===== src/rtl/vend_pkg.sv =====
`default_nettype none
// +----------------------------------------------------------------------------+
// | vend_pkg                                                                   |
// | Item codes, FSM state encoding, motor indices and timer-width helpers      |
// | shared by the vending motor sequencer.                                     |
// | Revision: 1.0                                                              |
// +----------------------------------------------------------------------------+
package vend_pkg;

  typedef enum logic [1:0] {
    ITEM_NONE     = 2'b00,
    ITEM_SANDWICH = 2'b01,
    ITEM_WATER    = 2'b10,
    ITEM_RSVD     = 2'b11
  } item_e;

  localparam logic [2:0] ST_IDLE     = 3'd0;
  localparam logic [2:0] ST_ITEM_ON  = 3'd1;
  localparam logic [2:0] ST_ITEM_GAP = 3'd2;
  localparam logic [2:0] ST_CHG_ON   = 3'd3;
  localparam logic [2:0] ST_CHG_GAP  = 3'd4;
  localparam logic [2:0] ST_DONE     = 3'd5;

  localparam int MOTOR_1_IDX = 0;
  localparam int MOTOR_2_IDX = 1;
  localparam int MOTOR_3_IDX = 2;
  localparam int NUM_MOTORS  = 3;

  function automatic int max3(input int a, input int b, input int c);
    int m;
    m = (a > b) ? a : b;
    return (m > c) ? m : c;
  endfunction

  // The counter only ever holds load values (N-1), so clog2 of the largest N suffices.
  function automatic int timer_width(input int a, input int b, input int c);
    int w;
    w = $clog2(max3(a, b, c));
    return (w < 1) ? 1 : w;
  endfunction

endpackage : vend_pkg
`default_nettype wire


===== src/rtl/vend_phase_timer.sv =====
`default_nettype none
// +----------------------------------------------------------------------------+
// | vend_phase_timer                                                           |
// | Loadable down-counter shared by ON, GAP and home-sensor timeout phases.    |
// | Revision: 1.0                                                              |
// +----------------------------------------------------------------------------+
module vend_phase_timer #(
  parameter int WIDTH = 2
) (
  input  logic             clk,
  input  logic             rst,
  input  logic             load,
  input  logic [WIDTH-1:0] load_val,
  output logic             expired
);

  logic [WIDTH-1:0] r_value;

  always_ff @(posedge clk) begin
    if (rst) begin
      r_value <= '0;
    end else if (load) begin
      r_value <= load_val;
    end else if (r_value != '0) begin
      r_value <= r_value - WIDTH'(1);
    end
  end

  assign expired = (r_value == '0);

endmodule : vend_phase_timer
`default_nettype wire


===== src/rtl/vend_motor_sequencer.sv =====
`default_nettype none
// +----------------------------------------------------------------------------+
// | vend_motor_sequencer                                                       |
// | Runs one dispense order: item motor pulse, then N change-ejector pulses,   |
// | one motor at a time with fixed on/gap timing.                              |
// | Optional macro VEND_MOTOR_ACK_EN: ON phases end on motor_home, with a      |
// | sticky fault on ACK_TIMEOUT.                                               |
// | Revision: 1.0                                                              |
// +----------------------------------------------------------------------------+
module vend_motor_sequencer
  import vend_pkg::*;
#(
  parameter int ON_CYCLES   = 4,
  parameter int GAP_CYCLES  = 2,
  parameter int MAX_CHANGE  = 15,
  parameter int CHG_W       = 4,
  parameter int ACK_TIMEOUT = 16
) (
  input  logic             clock,
  input  logic             reset,
  input  logic             req_valid,
  input  logic [1:0]       req_item,
  input  logic [CHG_W-1:0] req_change,
`ifdef VEND_MOTOR_ACK_EN
  input  logic             motor_home,
  output logic             fault,
`endif
  output logic             req_ready,
  output logic             motor_1,
  output logic             motor_2,
  output logic             motor_3,
  output logic             busy,
  output logic             done
);

  localparam int TW = timer_width(ON_CYCLES, GAP_CYCLES, ACK_TIMEOUT);
  localparam logic [TW-1:0]    GAP_LOAD = TW'(GAP_CYCLES - 1);
  localparam logic [CHG_W-1:0] CHG_MAX  = CHG_W'(MAX_CHANGE);
`ifdef VEND_MOTOR_ACK_EN
  localparam logic [TW-1:0]    ON_LOAD  = TW'(ACK_TIMEOUT - 1);
`else
  localparam logic [TW-1:0]    ON_LOAD  = TW'(ON_CYCLES - 1);
`endif

  logic [2:0]            r_state;
  item_e                 r_item;
  logic [CHG_W-1:0]      r_chg_left;
  logic [NUM_MOTORS-1:0] r_motor;
  logic                  r_busy;
  logic                  r_done;

  logic [2:0]            w_state_nxt;
  item_e                 w_item_nxt;
  logic [CHG_W-1:0]      w_chg_nxt;
  logic [NUM_MOTORS-1:0] w_motor_nxt;
  logic                  w_load;
  logic [TW-1:0]         w_load_val;
  logic                  w_tmr_expired;
  logic                  w_ready;
  logic                  w_accept;
  logic                  w_on_end;
  item_e                 w_req_item_n;
  logic [CHG_W-1:0]      w_req_chg;

`ifdef VEND_MOTOR_ACK_EN
  logic r_fault;
  logic w_timeout;
  logic w_fault_set;

  // The ON state always lasts at least one cycle, so sampling home here is "after >=1 cycle on".
  assign w_on_end  = motor_home;
  assign w_timeout = !motor_home && w_tmr_expired;
  assign w_ready   = (r_state == ST_IDLE) && !r_fault;
  assign fault     = r_fault;
`else
  assign w_on_end  = w_tmr_expired;
  assign w_ready   = (r_state == ST_IDLE);
`endif

  assign w_accept     = req_valid && w_ready;
  assign w_req_item_n = ((req_item == ITEM_SANDWICH) || (req_item == ITEM_WATER)) ?
                        item_e'(req_item) : ITEM_NONE;
  assign w_req_chg    = (req_change > CHG_MAX) ? CHG_MAX : req_change;

  vend_phase_timer #(
    .WIDTH (TW)
  ) u_phase_timer (
    .clk      (clock),
    .rst      (reset),
    .load     (w_load),
    .load_val (w_load_val),
    .expired  (w_tmr_expired)
  );

  always_comb begin
    w_state_nxt = r_state;
    w_item_nxt  = r_item;
    w_chg_nxt   = r_chg_left;
    w_load      = 1'b0;
    w_load_val  = '0;
`ifdef VEND_MOTOR_ACK_EN
    w_fault_set = 1'b0;
`endif
    case (r_state)
      ST_IDLE: begin
        if (w_accept) begin
          w_item_nxt = w_req_item_n;
          w_chg_nxt  = w_req_chg;
          if (w_req_item_n != ITEM_NONE) begin
            w_state_nxt = ST_ITEM_ON;
            w_load      = 1'b1;
            w_load_val  = ON_LOAD;
          end else if (w_req_chg != '0) begin
            w_state_nxt = ST_CHG_ON;
            w_load      = 1'b1;
            w_load_val  = ON_LOAD;
          end else begin
            w_state_nxt = ST_DONE;
          end
        end
      end
      ST_ITEM_ON, ST_CHG_ON: begin
`ifdef VEND_MOTOR_ACK_EN
        if (w_timeout) begin
          w_state_nxt = ST_DONE;
          w_chg_nxt   = '0;
          w_fault_set = 1'b1;
        end else
`endif
        if (w_on_end) begin
          w_state_nxt = (r_state == ST_ITEM_ON) ? ST_ITEM_GAP : ST_CHG_GAP;
          w_load      = 1'b1;
          w_load_val  = GAP_LOAD;
          if (r_state == ST_CHG_ON) begin
            w_chg_nxt = r_chg_left - CHG_W'(1);
          end
        end
      end
      ST_ITEM_GAP, ST_CHG_GAP: begin
        if (w_tmr_expired) begin
          if (r_chg_left != '0) begin
            w_state_nxt = ST_CHG_ON;
            w_load      = 1'b1;
            w_load_val  = ON_LOAD;
          end else begin
            w_state_nxt = ST_DONE;
          end
        end
      end
      ST_DONE: begin
        w_state_nxt = ST_IDLE;
      end
      default: begin
        w_state_nxt = ST_IDLE;
      end
    endcase
  end

  // Motors are registered from the next state so the first pulse appears one cycle after accept.
  always_comb begin
    w_motor_nxt = '0;
    if (w_state_nxt == ST_ITEM_ON) begin
      if (w_item_nxt == ITEM_SANDWICH) begin
        w_motor_nxt[MOTOR_1_IDX] = 1'b1;
      end else begin
        w_motor_nxt[MOTOR_2_IDX] = 1'b1;
      end
    end else if (w_state_nxt == ST_CHG_ON) begin
      w_motor_nxt[MOTOR_3_IDX] = 1'b1;
    end
  end

  always_ff @(posedge clock) begin
    if (reset) begin
      r_state    <= ST_IDLE;
      r_item     <= ITEM_NONE;
      r_chg_left <= '0;
      r_motor    <= '0;
      r_busy     <= 1'b0;
      r_done     <= 1'b0;
    end else begin
      r_state    <= w_state_nxt;
      r_item     <= w_item_nxt;
      r_chg_left <= w_chg_nxt;
      r_motor    <= w_motor_nxt;
      r_busy     <= (w_state_nxt != ST_IDLE);
      r_done     <= (w_state_nxt == ST_DONE);
    end
  end

`ifdef VEND_MOTOR_ACK_EN
  always_ff @(posedge clock) begin
    if (reset) begin
      r_fault <= 1'b0;
    end else if (w_fault_set) begin
      r_fault <= 1'b1;
    end
  end
`endif

  assign req_ready = w_ready;
  assign motor_1   = r_motor[MOTOR_1_IDX];
  assign motor_2   = r_motor[MOTOR_2_IDX];
  assign motor_3   = r_motor[MOTOR_3_IDX];
  assign busy      = r_busy;
  assign done      = r_done;

endmodule : vend_motor_sequencer
`default_nettype wire


===== config.mk =====
export PLATFORM = sky130hd
export DESIGN_NAME = vend_motor_sequencer
export DESIGN_NICKNAME = d
export VERILOG_FILES = /design/src/rtl/vend_pkg.sv /design/src/rtl/vend_phase_timer.sv /design/src/rtl/vend_motor_sequencer.sv
export SDC_FILE = /design/constraint.sdc
export NUM_CORES = 1
export LEC_CHECK = 0
export BUFFER_PORTS_ARGS = -buffer_cell sky130_fd_sc_hd__buf_2
export CAP_MARGIN = 30
export CORE_MARGIN = 5
export CORE_UTILIZATION = 25
export DETAILED_ROUTE_END_ITERATION = 7
export GPL_ROUTABILITY_DRIVEN = 0
export PLACE_DENSITY = 0.41
export SYNTH_ARGS = -nofsm -noshare
export SYNTH_HDL_FRONTEND = slang
export SYNTH_SLANG_ARGS = --single-unit

===== constraint.sdc =====
create_clock -name clock -period 2.8 [get_ports clock]
set_input_delay 0.14 -clock clock [delete_from_list [all_inputs] [get_ports clock]]
set_output_delay 0.14 -clock clock [all_outputs]
set_load 0.005 [all_outputs]

==> metrics.cfg, run 1 <==
[outcome]
status=completed

[route]
drt_wl_total_um=2210
drt_iter0_drc=31
drc=0
wl_per_cell_um=12.1
vias=844
dr.pass1.iters=4
final_antenna_net_count=0
viasPerCell=4.64

[timing]
tightest_slew_ps=710
fin_ws_ps=659
finalHoldViolCount=0
tns_ps=0
post-route-min-period_ps=2140
max_slew_margin=0.526
rsz0062_at_grt=no
fin_skew_ps=2.12
report.final.slew_viol_count=0
fin_crit_sh=0.765
clock.fmax_mhz=467
setup_viol=0

[die]
pin_count=15
die-area_mm2=0.00550
dieHeight_um=74.2
start_util=0.257
die_w_um=74.2
core_area_mm2=0.00400
row_count=23

[clock_network]
cts_tree=yes
cts-hold-fix-buffers=0
path_clk_slew_ps=70
worstSkewPairLatency_ps=250
cts_resized=0
cts.sinks=18
cts_buffers=3
root_buffer=clkbuf_8
htree_levels=1
cts_setup_buffers=0
cts_buffer_depth=2

[cells_and_area]
drive_gt1_frac=0.212
diodes=0
seqCellArea_um2=360
final_nets=147
fill_cells=430
final_cell_area_mm2=0.00118
multi_input_area_um2=598
fin_util=0.295
synthToLayoutAreaGrowth_pct=14.6

[worst_setup_path]
cp.arrival_ps=2290
worst-r2r-cell-count=7
worstSetupPathType=flip-flop to flip-flop
crit_required_ps=2950
crit_path_end_kind=flip-flop
path_max_fanout=14
r2r_setup_slack_ps=660
start_kind=flip-flop

[synth]
syn-cell-area_mm2=0.00103
yosys_warnings=0
yosysUniqueCellTypes=42
synth_compound_area_frac=0.187
yosys.area_share.adder=0.0608
syn_avg_cell_area_um2=8.58
yosys.area_share.xor_xnor=0.0255
synth_cells=120
synth_mux_area_frac=0.0243
synth_simple_gate_area_frac=0.283
ys_ff_latch=18
synthesis.nets=134
seq_area_frac_synth=0.350
synth_top_family_by_area=simple AND/OR/NAND/NOR gates

[pwr]
power_density_mw_per_mm2=1050
max-vdd-ir-drop_uv=282
p_leak_uw=0.000478

[global_routing]
grt.busiest_layer=met2
use_met2=0.154
grt_pass1_wl_um=3860
met3_usage=0.0216
grt_util_met1=0.115
grt_max_degree=16
grt_pass1_vias=842
track_usage=0.0906
grt_overflow=0
antenna_found_initial=0

[worst_hold_path]
min_path_cells=3
hold_class=input port to flip-flop

[placement]
place_area_mm2=0.00112
hpwlAfterDp_um=1680
place.port_buffers=14
pre_cts_ws_ps=674

[flow_run]
cap_violations=0

## critical path, stage by stage (launching register included)
cell      delay, ps
dfxtp_1         310
inv_1           100
ha_1            170
nor3b_4         520
mux2_4          350
a211oi_2        360
a21o_1          180
nand2_1          40
## through the flow
| stage | cells | hold WS [ps] | power [uW] |
|---|---|---|---|
| finish | 182 | 158 | 1230 |
| global route | 182 | 172 | 1360 |
| CTS | 182 | 152 | 1250 |
| detailed placement | 178 | 425 | 1040 |
| global placement | 178 | 417 | 1020 |
| floorplan | 120 | 292 | 925 |
## cell usage in the layout (no fill, tap or decap), types with 2 or more instances in the layout
master    netlist  routed
nand2_1         7       7
nor2_1         12      12
o21ai_0         3       3
or2_2           2       2
nand3_1         3       3
xnor2_1         3       3
nor3b_1         2       2
a31oi_1         4       4
o21bai_1        2       2
clkbuf_8        0       4
a21oi_1        12      12
nor2b_1         2       2
buf_2           3      14
a211o_1         2       2
dfxtp_1        18      18
nand3b_1        2       2
inv_1           9       9
nor3_1          4       4
ha_1            5       5
nand2b_1        2       2
## cell usage after synthesis, drive strengths merged
cell type,count,area [um2]
dfxtp,18,360
a21oi,13,68.8
nor2,12,45.0
inv,9,33.8
nand2,7,26.3
buf,5,33.8
ha,5,62.6
a31oi,4,25.0
nor3,4,20.0
nor3b,4,46.3
nand3,3,15.0
o21ai,3,15.0
xnor2,3,26.3
a211o,2,17.5
a211oi,2,20.0
nand2b,2,12.5
nand3b,2,15.0
nor2b,2,12.5
o21bai,2,15.0
or2,2,12.5
or3b,2,17.5
a21boi,1,7.51
a21o,1,7.51
a32oi,1,8.76
and3b,1,8.76
and4,1,8.76
clkbuf,1,3.75
mux2,1,15.0
mux2i,1,10.0
nor4,1,6.26
nor4b,1,15.0
nor4bb,1,10.0
o21a,1,7.51
or3,1,6.26
or4b,1,13.8
## registers in the layout, indices dropped and copies added (netlist names)
signal	cells
r_item	2
done	1
r_state	3
u_phase_timer.r_value	4
r_chg_left	4
busy	1
r_motor	3
## routing by layer
| layer | up-vias | share of wire |
|---|---|---|
| met2 | 7 | 0.48 |
| met3 | 4 | 0.027 |
| met1 | 389 | 0.48 |
| li1 | 444 | - |
| met5 | - | 0 |
| met4 | 0 | 0.013 |
## layout make-up
class / count / share of cell area
Sequential cell: 18 / 0.305
Tap cell: 50 / 0.0530
Clock buffer: 4 / 0.0467
Inverter: 9 / 0.0286
Timing Repair Buffer: 14 / 0.0594
Multi-Input combinational cell: 87 / 0.507
## cell families (layout without fill, tap and decap cells)
logic type | count (synthesis) | after routing
AO/OA/AOI/OAI | 30 | 30
AND/OR/NAND/NOR | 47 | 47
XOR/XNOR | 3 | 3
buffers and inverters | 15 | 27
flip-flops | 18 | 18
multiplexers | 2 | 2
adder cells (fa/ha/maj) | 5 | 5
## power by group
| group | leakage (uW) | switching (uW) | internal (uW) |
|---|---|---|---|
| combinational | 0.000301 | 309 | 283 |
| sequential | 0.000148 | 93.0 | 338 |
| clock | 0.0000288 | 86.9 | 125 |
| total | 0.000478 | 489 | 746 |
## final timing paths
path,from,endpoint
max,u_phase_timer.r_value[0],busy
min,req_change[0],r_chg_left[0]
max reg2reg,u_phase_timer.r_value[0],busy
min reg2reg,r_item[1],r_item[1]
No activity file was read; power rests on OpenSTA's default activity.
==> inputs of run 2 (changes only) <==
==> constraint.sdc (replaced) <==
create_clock -name clock -period 2.2 [get_ports clock]
set_input_delay 0.11 -clock clock [delete_from_list [all_inputs] [get_ports clock]]
set_output_delay 0.11 -clock clock [all_outputs]
set_load 0.005 [all_outputs]
==> metrics.cfg, run 2 (synthesized netlist as in run 1, its figures left out) <==
[timing]
rsz0062_at_grt=no
fin_skew_ps=0.721  ; -1.40 ps
max_slew_margin=0.561  ; +0.0351
fin_crit_sh=0.880  ; +0.115
tns_ps=0  ; unchanged
tightest_slew_ps=653  ; -56.8 ps
clock.fmax_mhz=517  ; +11%
finalHoldViolCount=0  ; unchanged
setup_viol=0  ; unchanged
post-route-min-period_ps=1940  ; -206 ps
report.final.slew_viol_count=0  ; unchanged

[global_routing]
grt_max_degree=16  ; unchanged
grt_pass1_wl_um=3850  ; -0.18%
antenna_found_initial=0  ; unchanged
track_usage=0.0894  ; -0.00114
grt_overflow=0  ; unchanged
grt_pass1_vias=825  ; -2.0%

[die]
pin_count=15  ; unchanged
start_util=0.257  ; unchanged
die-area_mm2=0.00550  ; unchanged
dieHeight_um=74.2  ; unchanged
core_area_mm2=0.00400  ; unchanged
die_w_um=74.2  ; unchanged
row_count=23  ; unchanged

[placement]
place_area_mm2=0.00114  ; +1.3%
place.port_buffers=14  ; unchanged
placedCellCount=180  ; +1.1%
hpwlAfterDp_um=1690  ; +0.48%

[worst_setup_path]
crit_path_end_kind=flip-flop
crit_path_top_delay_cell=nor3b_4
crit_required_ps=2350  ; -600 ps
r2r_setup_slack_ps=260  ; -390 ps
start_kind=flip-flop
cp_num_buf_inv=1  ; unchanged
r2r-end=busy
worst-r2r-cell-count=7  ; unchanged
cp.arrival_ps=2080  ; -210 ps
worstSetupPathType=flip-flop to flip-flop
crit_chain=inv_1 -> ha_1 -> nor3b_4 -> mux2_4 -> a211oi_2 -> a21o_1 -> nand2_1
crit_end=busy
crit_family=compound AO/OA/AOI/OAI gates
cp.depth=7  ; unchanged
path_max_fanout=7  ; -7
critical-path-max-stage-delay_ps=350  ; -170 ps
r2r_start=u_phase_timer.r_value[0]
critPathLaunch=u_phase_timer.r_value[0]

[clock_network]
worstSkewPairLatency_ps=250  ; about the same
cts_setup_buffers=0  ; unchanged
cts_resized=0  ; unchanged
root_buffer=clkbuf_8
cts-hold-fix-buffers=0  ; unchanged
cts.sinks=18  ; unchanged
cts_buffer_depth=2  ; unchanged
cts_tree=yes
htree_levels=1  ; unchanged
path_clk_slew_ps=70  ; about the same
cts_buffers=3  ; unchanged

[cells_and_area]
most-common-layout-cells=dfxtp_1, buf_2, nor2_1, a21oi_1, inv_1
drive_gt1_frac=0.224  ; +0.0118
final_common_cell=dfxtp_1
reg_top3=r_chg_left (4), u_phase_timer.r_value (4)
multi_input_area_um2=598  ; unchanged
final_cells=184  ; +1.1%
synthToLayoutAreaGrowth_pct=16.0
final_cell_area_mm2=0.00119  ; +1.3%
fill_cells=424  ; -1.4%
seqCellArea_um2=360  ; unchanged
diodes=0  ; unchanged
final_nets=149  ; +1.4%

[pwr]
power_density_mw_per_mm2=1350  ; +29%
p_leak_uw=0.000488  ; +2.1%
max-vdd-ir-drop_uv=351  ; +24%
power_uw=1610  ; +30%

[worst_hold_path]
hold_class=input port to flip-flop
min_path_cells=3  ; unchanged

[flow_run]
cap_violations=0  ; unchanged

[route]
final_antenna_net_count=0  ; unchanged
drt_iter0_drc=63  ; +100%
viasPerCell=4.68  ; +1.0%
wl_per_cell_um=12.1  ; -0.51%
vias=862  ; +2.1%
drc=0  ; unchanged
drt_wl_total_um=2220  ; +0.59%
dr.pass1.iters=4  ; unchanged

[outcome]
status=completed

[run 2: area by class of cell]
cell class	count	area share
well taps	50	0.0524
multi-input cells	87	0.501
inverters	9	0.0283
clock buffers	4	0.0461
repair buffers	16	0.0712
flip-flops and latches	18	0.302
[run 2: worst min path at each step]
stage                  startpoint            end  slack [ps]
CTS                 req_change[0]  r_chg_left[0]         120
floorplan           req_change[0]  r_chg_left[0]         260
global route        req_change[0]  r_chg_left[0]         120
detailed placement  req_change[0]  r_chg_left[0]         390
finish              req_change[0]  r_chg_left[0]         120
global placement    req_change[0]  r_chg_left[0]         390
[run 2: routing by layer]
layer | wire (um) | vias up | global-route usage
met1 | 1080 | 409 | 0.114
met5 | 0 | - | 0
li1 | - | 445 | -
met3 | 60 | 2 | 0.0284
met4 | 13 | 0 | 0.0121
met2 | 1070 | 6 | 0.152
[run 2: per-stage QoR]
step | setup WS (ps) | hold slack (ps) | utilization
floorplan | 430 | 262 | -
global placement | 298 | 395 | 0.285
detailed placement | 269 | 394 | 0.285
CTS | 258 | 122 | 0.299
global route | 87.1 | 124 | 0.299
finish | 265 | 124 | 0.299
[run 2: tightest hold or removal path, cell delays in order]
cell and delay [ps]:
buf_2 110, nand3_1 60, a21oi_1 60
[run 2: report_power, final]
group / leakage, uW / switching, uW / internal, uW
Combinational: 0.000311 / 401 / 384
Clock: 0.0000288 / 115 / 159
Sequential: 0.000148 / 119 / 431
Total: 0.000488 / 635 / 974
